<file path="src/rtl/splitting_4kb_merger_pkg.sv">
// Shared definitions for the 4 KB splitter response merger.
//   - AXI RESP encodings, ordered so numeric max gives the most severe response
//   - B-channel FSM state encoding
//   - resp_merge(): combines the two halves of a split write response
package splitting_4kb_merger_pkg;

    typedef enum logic [1:0] {
        RESP_OKAY   = 2'd0,
        RESP_EXOKAY = 2'd1,
        RESP_SLVERR = 2'd2,
        RESP_DECERR = 2'd3
    } axi_resp_e;

    typedef enum logic [1:0] {
        B_IDLE   = 2'd0,
        B_FIRST  = 2'd1,
        B_SECOND = 2'd2
    } b_state_e;

    // DECERR > SLVERR > EXOKAY > OKAY, so the encodings compare numerically.
    function automatic logic [1:0] resp_merge(input logic [1:0] a, input logic [1:0] b);
        return (a > b) ? a : b;
    endfunction

endpackage

</file>
<file path="src/rtl/splitting_4kb_merger_if.sv">
// Bundle of the merger's info, B and R channels.
//   slave  : merger side (consumes info + slave responses, produces master responses)
//   master : environment side (splitter, slave port and master port drivers)
// Signal names keep the _i/_o suffixes as seen from the merger.
interface splitting_4kb_merger_if #(
    parameter int ID_WIDTH   = 5,
    parameter int DATA_WIDTH = 32
);
    logic                  AW_info_valid_i;
    logic                  AW_info_crossing_i;
    logic                  AW_info_ready_o;
    logic                  AR_info_valid_i;
    logic                  AR_info_crossing_i;
    logic                  AR_info_ready_o;

    logic [ID_WIDTH-1:0]   sB_ID_i;
    logic [1:0]            sB_RESP_i;
    logic                  sB_VALID_i;
    logic                  sB_READY_o;
    logic [ID_WIDTH-1:0]   mB_ID_o;
    logic [1:0]            mB_RESP_o;
    logic                  mB_VALID_o;
    logic                  mB_READY_i;

    logic [ID_WIDTH-1:0]   sR_ID_i;
    logic [DATA_WIDTH-1:0] sR_DATA_i;
    logic [1:0]            sR_RESP_i;
    logic                  sR_LAST_i;
    logic                  sR_VALID_i;
    logic                  sR_READY_o;
    logic [ID_WIDTH-1:0]   mR_ID_o;
    logic [DATA_WIDTH-1:0] mR_DATA_o;
    logic [1:0]            mR_RESP_o;
    logic                  mR_LAST_o;
    logic                  mR_VALID_o;
    logic                  mR_READY_i;

    modport slave (
        input  AW_info_valid_i, AW_info_crossing_i, AR_info_valid_i, AR_info_crossing_i,
        output AW_info_ready_o, AR_info_ready_o,
        input  sB_ID_i, sB_RESP_i, sB_VALID_i, mB_READY_i,
        output sB_READY_o, mB_ID_o, mB_RESP_o, mB_VALID_o,
        input  sR_ID_i, sR_DATA_i, sR_RESP_i, sR_LAST_i, sR_VALID_i, mR_READY_i,
        output sR_READY_o, mR_ID_o, mR_DATA_o, mR_RESP_o, mR_LAST_o, mR_VALID_o
    );

    modport master (
        output AW_info_valid_i, AW_info_crossing_i, AR_info_valid_i, AR_info_crossing_i,
        input  AW_info_ready_o, AR_info_ready_o,
        output sB_ID_i, sB_RESP_i, sB_VALID_i, mB_READY_i,
        input  sB_READY_o, mB_ID_o, mB_RESP_o, mB_VALID_o,
        output sR_ID_i, sR_DATA_i, sR_RESP_i, sR_LAST_i, sR_VALID_i, mR_READY_i,
        input  sR_READY_o, mR_ID_o, mR_DATA_o, mR_RESP_o, mR_LAST_o, mR_VALID_o
    );

endinterface

</file>
<file path="src/rtl/splitting_info_fifo.sv">
// 1-bit synchronous FIFO holding one "was split" flag per outstanding transaction.
//   clk, rst            : clock, async active-high reset
//   push, push_data     : write request / flag (ignored while full, even if popping)
//   pop                 : read request (ignored while empty)
//   head                : flag at the read pointer, visible the cycle after its push
//   full, empty         : occupancy flags
module splitting_info_fifo #(
    parameter int DEPTH = 4
) (
    input  logic clk,
    input  logic rst,
    input  logic push,
    input  logic push_data,
    input  logic pop,
    output logic head,
    output logic full,
    output logic empty
);
    localparam int PW = $clog2(DEPTH);
    localparam logic [PW:0] PTR_ONE = 1;

    // Pointers carry one wrap bit so full and empty are distinguishable.
    logic [PW:0]      wr_ptr;
    logic [PW:0]      rd_ptr;
    logic [DEPTH-1:0] mem;
    logic             do_push;
    logic             do_pop;

    assign empty   = (wr_ptr == rd_ptr);
    assign full    = (wr_ptr[PW] != rd_ptr[PW]) && (wr_ptr[PW-1:0] == rd_ptr[PW-1:0]);
    assign do_push = push & ~full;
    assign do_pop  = pop & ~empty;
    assign head    = mem[rd_ptr[PW-1:0]];

    always_ff @(posedge clk or posedge rst) begin
        if (rst) begin
            wr_ptr <= '0;
            rd_ptr <= '0;
            mem    <= '0;
        end else begin
            if (do_push) begin
                mem[wr_ptr[PW-1:0]] <= push_data;
                wr_ptr              <= wr_ptr + PTR_ONE;
            end
            if (do_pop) begin
                rd_ptr <= rd_ptr + PTR_ONE;
            end
        end
    end

endmodule

</file>
<file path="src/rtl/splitting_4kb_merger.sv">
// Merges the responses of bursts split at a 4 KB boundary back into one
// response per original transaction.
//   ACLK_i, ARESET_i : clock, async active-high reset
//   bus (slave)      : AW/AR info from the splitter, slave-side B/R in,
//                      master-side B/R out
//
// B FSM
//   state    | meaning
//   B_IDLE   | no split in progress; unsplit head passes straight through
//   B_FIRST  | head is split; absorbing its first slave B
//   B_SECOND | first B captured in resp_acc; passing second B with merged RESP
module splitting_4kb_merger
    import splitting_4kb_merger_pkg::*;
#(
    parameter int ID_WIDTH   = 5,
    parameter int DATA_WIDTH = 32,
    parameter int INFO_DEPTH = 4
) (
    input  logic                  ACLK_i,
    input  logic                  ARESET_i,
    splitting_4kb_merger_if.slave bus
);

    logic                  w_head, w_full, w_empty, w_pop;
    logic                  r_head, r_full, r_empty, r_pop;

    b_state_e              b_state;
    logic [1:0]            resp_acc;
    logic                  r_seg;

    logic [ID_WIDTH-1:0]   b_id;
    logic [ID_WIDTH-1:0]   r_id;
    logic [DATA_WIDTH-1:0] r_data;
    logic                  sb_ready, mb_valid;
    logic [1:0]            mb_resp;
    logic                  r_mid, r_last_fire;

    splitting_info_fifo #(.DEPTH(INFO_DEPTH)) u_aw_info (
        .clk       (ACLK_i),
        .rst       (ARESET_i),
        .push      (bus.AW_info_valid_i),
        .push_data (bus.AW_info_crossing_i),
        .pop       (w_pop),
        .head      (w_head),
        .full      (w_full),
        .empty     (w_empty)
    );

    splitting_info_fifo #(.DEPTH(INFO_DEPTH)) u_ar_info (
        .clk       (ACLK_i),
        .rst       (ARESET_i),
        .push      (bus.AR_info_valid_i),
        .push_data (bus.AR_info_crossing_i),
        .pop       (r_pop),
        .head      (r_head),
        .full      (r_full),
        .empty     (r_empty)
    );

    assign bus.AW_info_ready_o = ~w_full;
    assign bus.AR_info_ready_o = ~r_full;

    // ---------------- B channel ----------------
    always_comb begin
        sb_ready = 1'b0;
        mb_valid = 1'b0;
        mb_resp  = bus.sB_RESP_i;
        w_pop    = 1'b0;
        case (b_state)
            B_IDLE: begin
                // A split head waits one cycle for B_FIRST, so only unsplit heads pass here.
                if (!w_empty && !w_head) begin
                    mb_valid = bus.sB_VALID_i;
                    sb_ready = bus.mB_READY_i;
                    w_pop    = bus.sB_VALID_i & bus.mB_READY_i;
                end
            end
            B_FIRST: begin
                sb_ready = 1'b1;
            end
            B_SECOND: begin
                mb_valid = bus.sB_VALID_i;
                sb_ready = bus.mB_READY_i;
                mb_resp  = resp_merge(resp_acc, bus.sB_RESP_i);
                w_pop    = bus.sB_VALID_i & bus.mB_READY_i;
            end
            default: ;
        endcase
    end

    always_ff @(posedge ACLK_i or posedge ARESET_i) begin
        if (ARESET_i) begin
            b_state  <= B_IDLE;
            resp_acc <= RESP_OKAY;
        end else begin
            case (b_state)
                B_IDLE: begin
                    if (!w_empty && w_head) b_state <= B_FIRST;
                end
                B_FIRST: begin
                    if (bus.sB_VALID_i) begin
                        resp_acc <= bus.sB_RESP_i;
                        b_state  <= B_SECOND;
                    end
                end
                B_SECOND: begin
                    if (bus.sB_VALID_i && bus.mB_READY_i) b_state <= B_IDLE;
                end
                default: b_state <= B_IDLE;
            endcase
        end
    end

    assign b_id           = bus.sB_ID_i;
    assign bus.mB_ID_o    = b_id;
    assign bus.mB_RESP_o  = mb_resp;
    assign bus.mB_VALID_o = mb_valid;
    assign bus.sB_READY_o = sb_ready;

    // ---------------- R channel ----------------
    // r_mid: the current beat belongs to the first half of a split read, so
    // its LAST marks only the end of that half.
    assign r_mid       = r_head & ~r_seg;
    assign r_last_fire = bus.sR_VALID_i & bus.sR_READY_o & bus.sR_LAST_i;
    assign r_pop       = r_last_fire & ~r_mid;

    always_ff @(posedge ACLK_i or posedge ARESET_i) begin
        if (ARESET_i) begin
            r_seg <= 1'b0;
        end else if (r_last_fire) begin
            r_seg <= r_mid;
        end
    end

    assign r_id           = bus.sR_ID_i;
    assign r_data         = bus.sR_DATA_i;
    assign bus.mR_ID_o    = r_id;
    assign bus.mR_DATA_o  = r_data;
    assign bus.mR_RESP_o  = bus.sR_RESP_i;
    assign bus.mR_LAST_o  = bus.sR_LAST_i & ~r_mid;
    assign bus.mR_VALID_o = bus.sR_VALID_i & ~r_empty;
    assign bus.sR_READY_o = bus.mR_READY_i & ~r_empty;

endmodule

</file>
<file path="src/flat_wrapper.sv">
// flat-port wrapper written by rule: the top's interface ports become plain ports
module splitting_4kb_merger_flat import splitting_4kb_merger_pkg::*;
#(
    parameter int ID_WIDTH   = 5,
    parameter int DATA_WIDTH = 32,
    parameter int INFO_DEPTH = 4
)
  (ACLK_i, ARESET_i, bus_AW_info_valid_i, bus_AW_info_crossing_i, bus_AR_info_valid_i, bus_AR_info_crossing_i, bus_AW_info_ready_o, bus_AR_info_ready_o, bus_sB_ID_i, bus_sB_RESP_i, bus_sB_VALID_i, bus_mB_READY_i, bus_sB_READY_o, bus_mB_ID_o, bus_mB_RESP_o, bus_mB_VALID_o, bus_sR_ID_i, bus_sR_DATA_i, bus_sR_RESP_i, bus_sR_LAST_i, bus_sR_VALID_i, bus_mR_READY_i, bus_sR_READY_o, bus_mR_ID_o, bus_mR_DATA_o, bus_mR_RESP_o, bus_mR_LAST_o, bus_mR_VALID_o);
  splitting_4kb_merger_if #(.ID_WIDTH(ID_WIDTH), .DATA_WIDTH(DATA_WIDTH)) bus_i ();
  input  logic ACLK_i;
  input  logic ARESET_i;
  input wire logic [$bits(bus_i.AW_info_valid_i)-1:0] bus_AW_info_valid_i;
  input wire logic [$bits(bus_i.AW_info_crossing_i)-1:0] bus_AW_info_crossing_i;
  input wire logic [$bits(bus_i.AR_info_valid_i)-1:0] bus_AR_info_valid_i;
  input wire logic [$bits(bus_i.AR_info_crossing_i)-1:0] bus_AR_info_crossing_i;
  output wire logic [$bits(bus_i.AW_info_ready_o)-1:0] bus_AW_info_ready_o;
  output wire logic [$bits(bus_i.AR_info_ready_o)-1:0] bus_AR_info_ready_o;
  input wire logic [$bits(bus_i.sB_ID_i)-1:0] bus_sB_ID_i;
  input wire logic [$bits(bus_i.sB_RESP_i)-1:0] bus_sB_RESP_i;
  input wire logic [$bits(bus_i.sB_VALID_i)-1:0] bus_sB_VALID_i;
  input wire logic [$bits(bus_i.mB_READY_i)-1:0] bus_mB_READY_i;
  output wire logic [$bits(bus_i.sB_READY_o)-1:0] bus_sB_READY_o;
  output wire logic [$bits(bus_i.mB_ID_o)-1:0] bus_mB_ID_o;
  output wire logic [$bits(bus_i.mB_RESP_o)-1:0] bus_mB_RESP_o;
  output wire logic [$bits(bus_i.mB_VALID_o)-1:0] bus_mB_VALID_o;
  input wire logic [$bits(bus_i.sR_ID_i)-1:0] bus_sR_ID_i;
  input wire logic [$bits(bus_i.sR_DATA_i)-1:0] bus_sR_DATA_i;
  input wire logic [$bits(bus_i.sR_RESP_i)-1:0] bus_sR_RESP_i;
  input wire logic [$bits(bus_i.sR_LAST_i)-1:0] bus_sR_LAST_i;
  input wire logic [$bits(bus_i.sR_VALID_i)-1:0] bus_sR_VALID_i;
  input wire logic [$bits(bus_i.mR_READY_i)-1:0] bus_mR_READY_i;
  output wire logic [$bits(bus_i.sR_READY_o)-1:0] bus_sR_READY_o;
  output wire logic [$bits(bus_i.mR_ID_o)-1:0] bus_mR_ID_o;
  output wire logic [$bits(bus_i.mR_DATA_o)-1:0] bus_mR_DATA_o;
  output wire logic [$bits(bus_i.mR_RESP_o)-1:0] bus_mR_RESP_o;
  output wire logic [$bits(bus_i.mR_LAST_o)-1:0] bus_mR_LAST_o;
  output wire logic [$bits(bus_i.mR_VALID_o)-1:0] bus_mR_VALID_o;
  assign bus_i.AW_info_valid_i = bus_AW_info_valid_i;
  assign bus_i.AW_info_crossing_i = bus_AW_info_crossing_i;
  assign bus_i.AR_info_valid_i = bus_AR_info_valid_i;
  assign bus_i.AR_info_crossing_i = bus_AR_info_crossing_i;
  assign bus_AW_info_ready_o = bus_i.AW_info_ready_o;
  assign bus_AR_info_ready_o = bus_i.AR_info_ready_o;
  assign bus_i.sB_ID_i = bus_sB_ID_i;
  assign bus_i.sB_RESP_i = bus_sB_RESP_i;
  assign bus_i.sB_VALID_i = bus_sB_VALID_i;
  assign bus_i.mB_READY_i = bus_mB_READY_i;
  assign bus_sB_READY_o = bus_i.sB_READY_o;
  assign bus_mB_ID_o = bus_i.mB_ID_o;
  assign bus_mB_RESP_o = bus_i.mB_RESP_o;
  assign bus_mB_VALID_o = bus_i.mB_VALID_o;
  assign bus_i.sR_ID_i = bus_sR_ID_i;
  assign bus_i.sR_DATA_i = bus_sR_DATA_i;
  assign bus_i.sR_RESP_i = bus_sR_RESP_i;
  assign bus_i.sR_LAST_i = bus_sR_LAST_i;
  assign bus_i.sR_VALID_i = bus_sR_VALID_i;
  assign bus_i.mR_READY_i = bus_mR_READY_i;
  assign bus_sR_READY_o = bus_i.sR_READY_o;
  assign bus_mR_ID_o = bus_i.mR_ID_o;
  assign bus_mR_DATA_o = bus_i.mR_DATA_o;
  assign bus_mR_RESP_o = bus_i.mR_RESP_o;
  assign bus_mR_LAST_o = bus_i.mR_LAST_o;
  assign bus_mR_VALID_o = bus_i.mR_VALID_o;
  splitting_4kb_merger #(.ID_WIDTH(ID_WIDTH), .DATA_WIDTH(DATA_WIDTH), .INFO_DEPTH(INFO_DEPTH)) u_core (.ACLK_i(ACLK_i), .ARESET_i(ARESET_i), .bus(bus_i));
endmodule
</file>
<file path="config.mk">
export PLATFORM = sky130hd
export DESIGN_NAME = splitting_4kb_merger_flat
export DESIGN_NICKNAME = d
export VERILOG_FILES = /design/src/rtl/splitting_4kb_merger_pkg.sv /design/src/rtl/splitting_4kb_merger_if.sv /design/src/rtl/splitting_info_fifo.sv /design/src/rtl/splitting_4kb_merger.sv /design/src/flat_wrapper.sv
export SDC_FILE = /design/constraint.sdc
export NUM_CORES = 1
export LEC_CHECK = 0
export CORE_MARGIN = 2
export CORE_UTILIZATION = 30
export CTS_BUF_LIST = sky130_fd_sc_hd__clkbuf_2 sky130_fd_sc_hd__clkbuf_4 sky130_fd_sc_hd__clkbuf_8
export DETAILED_ROUTE_END_ITERATION = 12
export DONT_BUFFER_PORTS = 1
export HOLD_SLACK_MARGIN = 0.03
export PLACE_DENSITY_LB_ADDON = 0.3
export SYNTH_ARGS = -nofsm -noshare
export SYNTH_HDL_FRONTEND = slang
export SYNTH_SLANG_ARGS = --single-unit
</file>
<file path="constraint.sdc">
create_clock -name ACLK_i -period 1.9 [get_ports ACLK_i]
set_input_delay 0.57 -clock ACLK_i [delete_from_list [all_inputs] [get_ports ACLK_i]]
set_output_delay 0.57 -clock ACLK_i [all_outputs]
set_load 0.02 [all_outputs]
</file>
After elaboration in Yosys (flattened, before gate mapping)
Index checks and enable logic that the tools add are counted. Widths: inputs -> output; s select.

Reductions and logical operators: 12. Mux-type cells: 22. Bitwise logic cells: 18. Div/mod/pow operators: 0. Add/subtract/negate cells: 4. $lt $le $gt $ge: 7. Shift operators: 0. Equality and inequality tests: 11. Multipliers: 0.

Operator list (number): $add 3x1->3 const B (4); $and 1x1->1 (12); $lt 2x3->1 const B (4); $mux 2 (5); $bwmux 4 (2); $logic_and 1x1->1 (7); $mux 1 (7); $eq 3x3->1 (2); $not 1->1 (6); $pmux 2 s3 (1); $bmux 1 s2 (2); $demux 1 s2 (2); $eq 2x2->1 (2); $ge 2x1->1 const B (2); $ne 2x1->1 const B (2); $pmux 1 s2 (2); $pmux 1 s3 (1); $reduce_and 3->1 (1); $eq 2x1->1 const B (1); $eq 2x2->1 const B (1); $gt 2x2->1 (1); $logic_not 1->1 (2); $logic_not 2->1 (1); $ne 1x1->1 (2); 2 further kinds (2).

Latch bits: 0. ROM bits: 0. Word-level logic and storage cells: 83. Memories kept: 0. Bits in registers: 25. Memory bits (writable): 0.

Logic depth before layout (Yosys ltp)
Depth in word-level cells: 7. Mapped depth: 6. Gate-level depth less buffers: 6.

Cells and area by module
From an unflattened synthesis, not the netlist that was laid out.

Cell total of the unflattened synthesis: 200. Area total of the unflattened synthesis: 2003.2 µm².

By module, submodules not included: splitting_4kb_merger (area each 723.2 µm², cells an instance 87, seq. area each 125.1 µm², times used 1); splitting_info_fifo (u_core.u_ar_info) (area each 648.1 µm², cells an instance 57, seq. area each 250.2 µm², times used 1); splitting_info_fifo (u_core.u_aw_info) (area each 631.9 µm², cells an instance 56, seq. area each 250.2 µm², times used 1).

Least setup slack after synthesis
No wires, ideal clock.

Path type: register to output. Start: reg u_core.u_aw_info.rd_ptr[0]. End: out bus_mB_VALID_o. Stages on the path, launching flop included: 5. Data arrival time: 1.617 ns. Setup slack: -0.287 ns. Path through: dfrtp_1 -> mux4_2 -> inv_1 -> a21oi_1 -> nor3b_1.

Cells in the longest elaborated chain, start to end: 6. Elaborated cells between the ends (all ways): 8.

Ends and longest elaborated chain: start, declared (RTL line splitting_info_fifo.sv:24) `logic [PW:0] rd_ptr;`; start signal, assigned (RTL line splitting_info_fifo.sv:46) `rd_ptr <= rd_ptr + PTR_ONE;`; $bmux 1 s2 (RTL line splitting_info_fifo.sv:33) `assign head = mem[rd_ptr[PW-1:0]];`; $mux 1 (implied by the code) (RTL line splitting_info_fifo.sv:33); $logic_not 1->1 (RTL line splitting_4kb_merger.sv:72) `if (!w_empty && !w_head) begin`; $logic_and 1x1->1 * (RTL line splitting_4kb_merger.sv:72); $mux 1 * (RTL line splitting_4kb_merger.sv:72); $pmux 1 s2 * (RTL line splitting_4kb_merger.sv:69) `case (b_state)`; end, declared (RTL line flat_wrapper.sv:25) `output wire logic [$bits(bus_i.mB_VALID_o)-1:0] bus_mB_VALID_o;`.

Mark *: on every way between the ends. The rest lies on a longest branch, timed or not. The select of a mux whose other input is x is not followed.

Worst setup path in the final report
Same ends and word-level chain as after synthesis.

==> key figures <==
Floorplanning
  – Row Count: 28
  – Initial core utilization: 30.5%
  – I/O pin total: 110
  – Core Area: 5850 um^2
  – Die Wd: 81.2 um
  – Die area: 6590 um^2
  – Die height: 81.2 um

Clock network
  – Total clock buffers created by CTS: 3
  – Skew-Pair Late Insertion Delay: 270 ps
  – Root Driver: clkbuf_8
  – Clock sinks: 25
  – Max Root-Sink Buffers: 2
  – CTS tree: done
  – Clock transition at path regs: 90 ps
  – H-tree depth: 1

Place
  – Area of placed instances: 1690 um^2
  – Inst Count DP: 217
  – Port Buffers: 0
  – Routability Congestion: 0.705
  – Final HPWL DP: 2.35 mm

Global route
  – Total track usage: 9.74%
  – Global-route wire length before repair: 4.87 mm
  – GRT overflow: 0
  – Largest net degree at the start of global routing: 26
  – Vias in the first global route: 1,094
  – Initial antenna violation count: 0

Detailed routing
  – 1st-iter DRT viols: 47
  – Final antenna-violating net count: 0
  – Via-to-Cell Ratio: 4.43
  – Routed WL: 3.13 mm
  – Avg WL per Cell: 13.8 um
  – Vias: 1,002
  – Post-route DRC: 0
  – First-pass detailed-route iteration total: 3

Timing
  – Worst Tran Pin Value: 342 ps
  – Slew headroom: 77.1%
  – Achievable Freq: 460 MHz
  – Count of final setup violators: 4
  – Fin crit period: 2170 ps
  – Final hold violation count: 0
  – RSZ-0062 raised after global routing: true
  – PnR worst setup slack: -273 ps
  – Setup Skew: 7.62 ps
  – Crit share post-route: 114%
  – Slew Viols, Final: 0

Worst setup path
  – R2R cell count: 6
  – Crit path max-delay family: multiplexers
  – Critical R2R Capture: u_core.u_ar_info.rd_ptr[1]
  – Kind of critical path: register to output port
  – Max incr delay on CP: 530 ps
  – Cells along the critical path: mux4_2 -> inv_2 -> a21oi_2 -> nor3b_4
  – Crit path buffers/inverters: 1
  – CP Depth: 4
  – Peak fanout along the critical path: 2
  – Crit end category: output port
  – Slowest CP cell: mux4_2
  – R2r setup slk: 120 ps
  – Critical Path AT: 1600 ps
  – Startpoint Class: register
  – Worst path required time: 1330 ps
  – FF-to-FF Start: u_core.u_ar_info.rd_ptr[0]

Power and ir drop
  – Sw frac: 41.8%
  – Logic gate share of total power: 61.5%
  – Pwr dens: 1920 nW/um^2
  – NetSw: 0.00151 W
  – Clock power share: 8.7%
  – Pleak: 0.819 nW
  – Flop pwr share: 29.9%
  – P_int: 0.00211 W
  – Worst VDD drop: 0.000451 V

Run
  – Max Cap Viol: 0

Final layout
  – N_diodes: 0
  – Non-filler instance count after layout: 226
  – Area growth from synthesis to layout: 5.67%
  – Finished Cell Area: 1890 um^2
  – Layout Nets: 222
  – Share of layout cells above drive strength 1: 40.4%

Logic synthesis
  – Largest family of logic cells by synthesized area: buffers and inverters
  – Sequential cell area fraction in the yosys report: 35.0%
  – Post-synth EDFFs: 0
  – Synth Warn #: 0
  – Primary FF master, synth: dfrtp_1
  – Synth Area in Compound Gates: 6.02%
  – Mapped Cells: 174
  – Avg Inst Size Synth: 10.3 um^2
  – Synth Net Count: 244
  – Adder-cell share of the synthesized area: 9.10%
  – Syn Std Cell Area: 1790 um^2
  – Post-synth cell types: 26
  – Mux cell area share after synthesis: 10.5%
  – Post-Synth XOR/XNOR Area: 7.35%
  – Yosys reg bits: 25
  – Synth Area in Simple Gates: 10.8%
  – Async SR Flop Fraction: 100%

Worst hold path
  – Worst hold path class: primary input to asynchronous set/reset pin

Outcome
  – Failing checks: negative setup slack
  – Status: finished with violations
## cells in the final DEF, fill, tap and decap left out, types with 3 or more instances in the layout
cell type	n
dfrtp_1	25
nand2_1	15
buf_4	15
ha_1	11
xnor2_1	10
inv_1	9
mux2_2	9
o21ai_0	5
nand3_1	3
mux2_4	3
inv_2	3
and2_4	3
clkbuf_8	3
## power groups by stage
stage / combinational (W) / sequential [W] / clock [W]
floorplan: 0.00145 / 0.00102 / 0
global placement: 0.00174 / 0.00104 / 0
detailed placement: 0.00183 / 0.00106 / 0
CTS: 0.00206 / 0.00106 / 0.000329
global route: 0.00243 / 0.00112 / 0.000350
finish: 0.00223 / 0.00108 / 0.000314
## kinds of logic after synthesis
| logic type | Yosys count |
|---|---|
| buffers and inverters | 57 |
| AND/OR/NAND/NOR | 36 |
| flip-flops | 25 |
| XOR/XNOR | 15 |
| AO/OA/AOI/OAI | 14 |
| multiplexers | 14 |
| adder cells (fa/ha/maj) | 13 |
## flip-flops by register name, indices dropped and copies added (netlist names)
name	flops
u_core.r_seg	1
u_core.b_state	2
u_core.u_aw_info.wr_ptr	3
u_core.u_ar_info.rd_ptr	3
u_core.u_aw_info.rd_ptr	3
u_core.u_ar_info.wr_ptr	3
u_core.u_ar_info.mem	4
u_core.resp_acc	2
u_core.u_aw_info.mem	4
## synthesized netlist by cell type, types with 3 or more instances
| library cell | count | area [um^2] |
|---|---|---|
| buf_4 | 44 | 330 |
| dfrtp_1 | 25 | 626 |
| nand2_1 | 15 | 56.3 |
| ha_1 | 13 | 163 |
| inv_1 | 13 | 48.8 |
| xnor2_1 | 13 | 114 |
| mux2_2 | 10 | 113 |
| nand3_1 | 6 | 30.0 |
| o21ai_0 | 6 | 30.0 |
| and2_1 | 4 | 25.0 |
| a21oi_1 | 3 | 15.0 |
| nand2b_1 | 3 | 18.8 |
## through the flow
step                      util, %  setup slack, ps  total power [W]  TNS (ps)  hold WS [ps]
after floorplan                 -            -67.5          0.00247      -150           456
after global placement       28.9            -78.6          0.00278     -78.6           470
after detailed placement     28.9            -89.0          0.00289     -90.7           480
after CTS                    31.2             -297          0.00345      -871           244
after global routing         32.3             -354          0.00390     -1230           277
final                        32.3             -273          0.00362      -828           230
## worst register-to-register path: cells and delay by family (launching register included)
kind	cells	cell delay, ps
AND/OR/NAND/NOR	2	200
buffers and inverters	2	200
multiplexers	2	870
flip-flops	1	390
## repair_timing
item	CTS	global route
resized for setup	15	8
hold buffers	0	0
cloned	0	0
pin swaps	8	1
setup buffers	3	2
setup endpoints to repair	8	8
## metal layers
metal	share of wire (%)	routed length [um]	track usage [%]
met4	1.8	55	4.75
met5	0	0	0
met2	51	1600	17.1
met1	39	1210	10.3
met3	8.3	260	3.56
## worst max path at each step
stage                                from                to  slack, ps
6_report       u_core.u_aw_info.rd_ptr[0]    bus_mB_VALID_o       -270
5_1_grt        u_core.u_aw_info.rd_ptr[0]    bus_mB_VALID_o       -350
4_1_cts        u_core.u_aw_info.rd_ptr[0]    bus_mB_VALID_o       -300
3_5_place_dp             bus_sB_RESP_i[1]  bus_mB_RESP_o[0]        -90
3_3_place_gp             bus_sB_RESP_i[1]  bus_mB_RESP_o[0]        -80
2_1_floorplan  u_core.u_aw_info.rd_ptr[0]    bus_mB_VALID_o        -70
## layout make-up
cell class                 count  area [um^2]
multi-input combinational     92          926
inverter                      13         61.3
fill                         588         3960
sequential                    25          626
timing repair buffer          17          135
clock buffer                   3         41.3
tap                           75         93.8
clock inverter                 1         5.00
No activity file was read; power rests on OpenSTA's default activity.
